**src/rtl/apb_to_obi.sv**
```systemverilog
// -----------------------------------------------------------------------------
// apb_to_obi
//
// Bridges one APB completer port onto one OBI manager port. Each APB transfer
// accepted in IDLE becomes exactly one OBI transaction:
//   IDLE -> REQ (obi_req_o high until grant) -> RESP (wait for rvalid)
//        -> DONE (answer APB with pready_o for one cycle) -> IDLE
// If the APB manager drops psel_i before DONE is served, the OBI side still
// runs to completion and the response is silently discarded.
//
// Optional feature (macro APB_TO_OBI_TIMEOUT_EN): a RESP wait longer than
// TimeoutCycles ends the transfer with pslverr=1 and prdata=0. A late rvalid
// then arrives outside RESP and is ignored. The default build has no counter.
//
// Ports
//   clk_i, rst_ni           clock (rising edge), synchronous active-low reset
//   paddr_i .. pstrb_i      APB completer request inputs
//   prdata_o, pready_o,     APB completer response; all zero whenever
//   pslverr_o               pready_o is low
//   obi_req_o .. obi_wdata_o  OBI manager request; payload stable while req
//   obi_gnt_i, obi_rvalid_i,  OBI manager grant and response inputs
//   obi_rdata_i, obi_err_i
// -----------------------------------------------------------------------------
module apb_to_obi #(
   parameter int unsigned AddrWidth     = 32,
   parameter int unsigned DataWidth     = 32,
   parameter int unsigned TimeoutCycles = 255
) (
   input  logic                   clk_i,
   input  logic                   rst_ni,
   input  logic [AddrWidth-1:0]   paddr_i,
   input  logic                   psel_i,
   input  logic                   penable_i,
   input  logic                   pwrite_i,
   input  logic [DataWidth-1:0]   pwdata_i,
   input  logic [DataWidth/8-1:0] pstrb_i,
   output logic [DataWidth-1:0]   prdata_o,
   output logic                   pready_o,
   output logic                   pslverr_o,
   output logic                   obi_req_o,
   output logic [AddrWidth-1:0]   obi_addr_o,
   output logic                   obi_we_o,
   output logic [DataWidth/8-1:0] obi_be_o,
   output logic [DataWidth-1:0]   obi_wdata_o,
   input  logic                   obi_gnt_i,
   input  logic                   obi_rvalid_i,
   input  logic [DataWidth-1:0]   obi_rdata_i,
   input  logic                   obi_err_i
);

   localparam int unsigned BeWidth = DataWidth / 8;

   // Word-aligns the captured address by clearing bits [1:0].
   localparam logic [AddrWidth-1:0] WordMask = {{(AddrWidth-2){1'b1}}, 2'b00};

   typedef enum logic [1:0] {
      IDLE,
      REQ,
      RESP,
      DONE
   } state_e;

   state_e                 state_q,     state_d;
   logic                   obi_req_q,   obi_req_d;
   logic [AddrWidth-1:0]   obi_addr_q,  obi_addr_d;
   logic                   obi_we_q,    obi_we_d;
   logic [BeWidth-1:0]     obi_be_q,    obi_be_d;
   logic [DataWidth-1:0]   obi_wdata_q, obi_wdata_d;
   logic [DataWidth-1:0]   rdata_q,     rdata_d;
   logic                   err_q,       err_d;
   // Set once the APB manager has walked away from the current transfer.
   logic                   drop_q,      drop_d;

`ifdef APB_TO_OBI_TIMEOUT_EN
   localparam int unsigned CntWidth = (TimeoutCycles > 1) ? $clog2(TimeoutCycles) : 1;
   localparam logic [CntWidth-1:0] CntLast = CntWidth'(TimeoutCycles - 1);
   logic [CntWidth-1:0]    cnt_q,       cnt_d;
`endif

   always_comb begin
      // NOTE: every *_d starts from its current value so no path through the
      // case below can leave a signal unassigned and infer a latch.
      state_d     = state_q;
      obi_req_d   = obi_req_q;
      obi_addr_d  = obi_addr_q;
      obi_we_d    = obi_we_q;
      obi_be_d    = obi_be_q;
      obi_wdata_d = obi_wdata_q;
      rdata_d     = rdata_q;
      err_d       = err_q;
      drop_d      = drop_q;
`ifdef APB_TO_OBI_TIMEOUT_EN
      cnt_d       = cnt_q;
`endif

      case (state_q)
         IDLE: begin
            if (psel_i) begin
               obi_addr_d  = paddr_i & WordMask;
               obi_we_d    = pwrite_i;
               obi_wdata_d = pwdata_i;
               // Reads always fetch the full word.
               obi_be_d    = pwrite_i ? pstrb_i : {BeWidth{1'b1}};
               obi_req_d   = 1'b1;
               drop_d      = 1'b0;
               state_d     = REQ;
            end
         end

         REQ: begin
            if (!psel_i) drop_d = 1'b1;
            if (obi_gnt_i) begin
               obi_req_d = 1'b0;
               state_d   = RESP;
`ifdef APB_TO_OBI_TIMEOUT_EN
               cnt_d     = '0;
`endif
            end
         end

         RESP: begin
            if (!psel_i) drop_d = 1'b1;
            if (obi_rvalid_i) begin
               rdata_d = obi_we_q ? '0 : obi_rdata_i;
               err_d   = obi_err_i;
               state_d = DONE;
            end
`ifdef APB_TO_OBI_TIMEOUT_EN
            else if (cnt_q == CntLast) begin
               rdata_d = '0;
               err_d   = 1'b1;
               state_d = DONE;
            end else begin
               cnt_d = cnt_q + 1'b1;
            end
`endif
         end

         DONE: begin
            // Leave after serving the access phase, or at once if the
            // response is being discarded.
            if (drop_q || !psel_i || penable_i) state_d = IDLE;
         end

         default: state_d = IDLE;
      endcase
   end

   // NOTE: state registers use non-blocking assignments so every flop samples
   // the *_d values computed from the same pre-edge state.
   always_ff @(posedge clk_i) begin
      if (!rst_ni) begin
         state_q     <= IDLE;
         obi_req_q   <= 1'b0;
         obi_addr_q  <= '0;
         obi_we_q    <= 1'b0;
         obi_be_q    <= '0;
         obi_wdata_q <= '0;
         rdata_q     <= '0;
         err_q       <= 1'b0;
         drop_q      <= 1'b0;
`ifdef APB_TO_OBI_TIMEOUT_EN
         cnt_q       <= '0;
`endif
      end else begin
         state_q     <= state_d;
         obi_req_q   <= obi_req_d;
         obi_addr_q  <= obi_addr_d;
         obi_we_q    <= obi_we_d;
         obi_be_q    <= obi_be_d;
         obi_wdata_q <= obi_wdata_d;
         rdata_q     <= rdata_d;
         err_q       <= err_d;
         drop_q      <= drop_d;
`ifdef APB_TO_OBI_TIMEOUT_EN
         cnt_q       <= cnt_d;
`endif
      end
   end

   // Gating with rst_ni keeps the handshakes quiet for the whole reset cycle,
   // not just from the first reset edge onward.
   assign obi_req_o   = obi_req_q & rst_ni;
   assign obi_addr_o  = obi_addr_q;
   assign obi_we_o    = obi_we_q;
   assign obi_be_o    = obi_be_q;
   assign obi_wdata_o = obi_wdata_q;

   assign pready_o  = rst_ni & psel_i & penable_i & ~drop_q & (state_q == DONE);
   assign prdata_o  = pready_o ? rdata_q : '0;
   assign pslverr_o = pready_o & err_q;

endmodule

```
**config.mk**
```make
export PLATFORM = sky130hd
export DESIGN_NAME = apb_to_obi
export DESIGN_NICKNAME = d
export VERILOG_FILES = /design/src/rtl/apb_to_obi.sv
export SDC_FILE = /design/constraint.sdc
export NUM_CORES = 1
export LEC_CHECK = 0
export ABC_AREA = 1
export BUFFER_PORTS_ARGS = -buffer_cell sky130_fd_sc_hd__clkbuf_2
export CAP_MARGIN = 20
export CELL_PAD_IN_SITES_DETAIL_PLACEMENT = 1
export CELL_PAD_IN_SITES_GLOBAL_PLACEMENT = 2
export CORE_AREA = 4 4 132 134
export CTS_CLUSTER_DIAMETER = 30
export DETAILED_ROUTE_END_ITERATION = 16
export DIE_AREA = 0 0 136 138
export PLACE_DENSITY_LB_ADDON = 0.25
export REMOVE_ABC_BUFFERS = 1
export SETUP_SLACK_MARGIN = 0.05
export SLEW_MARGIN = 30
export SYNTH_ARGS = -nofsm -noshare
export SYNTH_HDL_FRONTEND = slang
export SYNTH_SLANG_ARGS = --single-unit
```
**constraint.sdc**
```tcl
create_clock -name clk_i -period 4.7 [get_ports clk_i]
set_clock_uncertainty 0.15 [all_clocks]
set_input_delay 0.94 -clock clk_i [delete_from_list [all_inputs] [get_ports clk_i]]
set_output_delay 0.94 -clock clk_i [all_outputs]
set_load 0.005 [all_outputs]
```
==> qor.log <==
[status] result of the run finished clean
[floorplan] horizontal die dimension 136 microns
[routing] vias 4096
[routing] vias per cell 4.362
[worst_setup_path] delay of the slowest cell on the worst path 280 ps
[finish] footprint of the flip-flops and latches 2082 sq um
[finish] layout filler cell count 2059
[grt] vias in the first global route 4283
[finish] final core utilization 34.08%
[finish] fraction of layout instances using a drive strength above 1 35.05%
[power] Static Leak 2.565 nW
[floorplan] Vert. Die Dim 138 microns
[floorplan] total number of placement rows 47
[synth] number of instances in the synthesized netlist 533
[synth] cell with the most instances after synthesis nor2_1
[grt] largest net degree at the start of global routing 73
[worst_setup_path] cell-by-cell listing of the critical path clkbuf_2 -> nand3_1 -> nor2_1 -> inv_2 -> nor2_1 -> clkbuf_2
[worst_setup_path] depth of the worst register-to-register path 7
[sta] portion of the clock cycle consumed by the worst path in the final layout 65.71%
[sta] max-slew headroom at the worst pin 45.13%
[worst_setup_path] Buf+Inv Stages, Crit Path 3
[flow_run] Max-cap violations 0
[routing] post-route DRC violation count 0
[power] total net switching power 0.0009795 W
[worst_setup_path] data arrival time at the worst-slack endpoint 2000 ps
[worst_setup_path] FF-to-FF End obi_be_o[3]
[routing] Routed Antenna Nets 0
[power] total power per unit cell area 514.3 nW/um^2
[clock_network] clock transition at the registers of the reported paths 70 ps
[worst_hold_path] Worst Hold Launch err_q
[sta] max-slew violation count 0
[grt] antenna violations before repair 0
[floorplan] die outline area 18770 sq um
[worst_hold_path] count of cells along the worst hold path 2
[sta] final hold viol count 0
[clock_network] cell at the root of the clock tree clkbuf_16
[floorplan] core area 16290 sq um
[clock_network] number of setup buffers added after CTS 0
[placement] global placement routability congestion 0.7222
[routing] number of detailed-routing iterations run before antenna repair 4
[routing] final routed wire length divided by cell count 14.46 microns
[clock_network] clock latency on the worst-skew pair 340 ps
[sta] final sum of negative setup slack 0 ps
[grt] remaining global-route overflow 0
[finish] Area growth, synth to finish 32.92%
[placement] Final HPWL DP 9626 microns
[worst_setup_path] Top Family by Delay on Critical Path buffers and inverters
[synth] cell types with the highest counts after synthesis nor2_1 (155), dfxtp_1 (104), o21ai_0 (68)
[power] maximum vdd ir drop 196.6 uV
[synth] proportion of synthesized flip-flops having asynchronous set or reset 0%
[worst_setup_path] element type at the critical path start input port
[sta] RSZ-0062 raised after global routing false
[clock_network] clock tree from TritonCTS built
[power] Internal Power 0.001875 W
[power] Net Sw Frac 34.31%
[worst_hold_path] Hold Path Sink err_q
[floorplan] Ports 212
[worst_setup_path] endpoint class of the critical path primary output
[placement] number of buffers inserted by port buffering 207
[synth] warnings from Yosys 0
[synth] most area-hungry cell type in the Yosys netlist dfxtp_1
[floorplan] initial cell density of the core 25.64%
[clock_network] CTS H-Tree Depth 3
[synth] Seq/Total Area, Yosys 49.85%
[power] register share of total power 42.2%
[sta] actual transition at the worst max-transition pin 823.0 ps
[routing] drt initial violations 127
[synth] area of the mapped netlist 4177 sq um
[finish] multi-input logic area 1658 sq um
[grt] Overall Global Routing Usage 14.39%
[sta] setup-violating endpoint count in the final report 0
[finish] antenna diode count 0
[worst_setup_path] worst setup path category input port to primary output
[synth] Cell variety after synth 21
[synth] Yosys top cell area share 49.85%
[grt] global-route wire length before repair 21800 microns
[worst_setup_path] WP data required 3610 ps
[power] proportion of power drawn by the clock network 26.6%
[clock_network] maximum clock insertion buffer count 2
[power] combinational share of power 31.2%
[clock_network] number of hold-repair buffers added at the cts stage 0
[clock_network] sinks on the clock net 104
[clock_network] CTS buffer count 9
[synth] average cell area after synthesis 7.836 sq um
[synth] Synth Register Bits 104
[synth] number of enable flip-flop cells after synthesis 0
[sta] min cycle time layout 3088 ps
[routing] wirelength, routed 13580 microns
[worst_setup_path] internal reg-to-reg setup slack 2610 ps
[synth] cell types occupying the most area after synthesis dfxtp_1 (50%), nor2_1 (14%), o21ai_0 (8.1%)
[synth] primary flip-flop cell chosen by synthesis mapping dfxtp_1
[worst_setup_path] Crit Path Max Fanout 33
[clock_network] Resized cells post-CTS 0
[worst_setup_path] slowest library cell on the worst path inv_2
[finish] Final Net Count 829
[worst_setup_path] worst r2r src state_q[0]
[sta] max frequency 323.8 MHz
[worst_hold_path] Tightest Hold Check Type flip-flop to flip-flop
cells by family after synthesis:
family / after synthesis / share of synthesized area (%)
AO/OA/AOI/OAI: 136 / 18.21
adder cells (fa/ha/maj): 6 / 1.797
buffers and inverters: 88 / 10.61
flip-flops: 104 / 49.85
other: 1 / 0.08979
AND/OR/NAND/NOR: 198 / 19.44
cell usage in the layout, fill, tap and decap left out:
master / synthesis / routed
nand2_1: 13 / 12
clkbuf_16: 0 / 9
nand3_1: 5 / 5
conb_1: 1 / 2
inv_1: 45 / 44
clkinv_2: 0 / 1
clkbuf_2: 0 / 207
clkbuf_1: 21 / 1
nor2_2: 20 / 20
nand2_2: 2 / 3
inv_2: 2 / 3
a211oi_1: 32 / 32
ha_1: 6 / 6
inv_4: 1 / 1
bufinv_16: 0 / 1
nor2_1: 155 / 155
nand4_1: 2 / 2
a21oi_1: 36 / 36
buf_4: 4 / 3
dfxtp_1: 104 / 104
o21ai_0: 68 / 68
inv_6: 0 / 2
clkbuf_8: 0 / 1
or2_2: 1 / 1
layer usage:
metal | global-route usage (%) | routed length (microns)
met5 | 0 | 0
met1 | 16.97 | 5752
met3 | 3.307 | 739
met4 | 6.684 | 391
met2 | 24.56 | 6699
layout make-up:
class | count | share of cell area (%)
well taps | 220 | 4.958
clock buffers | 11 | 4.372
inverters | 48 | 3.291
clock inverters | 4 | 0.9466
flip-flops and latches | 104 | 37.50
multi-input cells | 342 | 29.86
repair buffers | 210 | 19.07
power by group through the flow:
stage          logic (W)  clock network [W]  registers [W]
6_report        0.000892           0.000760        0.00120
5_1_grt          0.00104           0.000831        0.00123
4_1_cts         0.000925           0.000799        0.00121
3_5_place_dp    0.000921                  0        0.00123
3_3_place_gp    0.000890                  0        0.00121
2_1_floorplan   0.000519                  0        0.00123
state kept, by name, summed over array words and instances (netlist names):
register     count
state_q          2
err_q            1
obi_req_q        1
obi_be_o         4
obi_wdata_o     32
obi_we_o         1
rdata_q         32
obi_addr_o      30
drop_q           1
worst register-to-register path, delay by kind of cell, from the launching register on:
family	cells	cell delay (ps)
buffers and inverters	2	690
and+or+nand+nor	4	560
DFF	1	360
adders and majority gates	1	230
worst max path at each step:
stage	start	endpoint	slack, ps	cells past startpoint
finish	psel_i	prdata_o[21]	1610	6
global placement	psel_i	prdata_o[17]	1580	6
CTS	psel_i	prdata_o[21]	1550	6
global route	psel_i	prdata_o[21]	1450	6
detailed placement	psel_i	prdata_o[21]	1550	6
floorplan	psel_i	prdata_o[0]	2080	4
metrics by stage:
stage	cells	power, W	setup slack (ps)	hold slack (ps)	cell area, sq um
floorplan	494	0.001747	2077	279.4	3920
global placement	924	0.002104	1584	294.6	5256
detailed placement	924	0.002147	1553	305.0	5256
CTS	939	0.002931	1551	317.5	5552
global route	939	0.003101	1452	331.2	5552
finish	939	0.002855	1612	308.5	5552
Note: power is estimated with default switching activity, not from simulation.
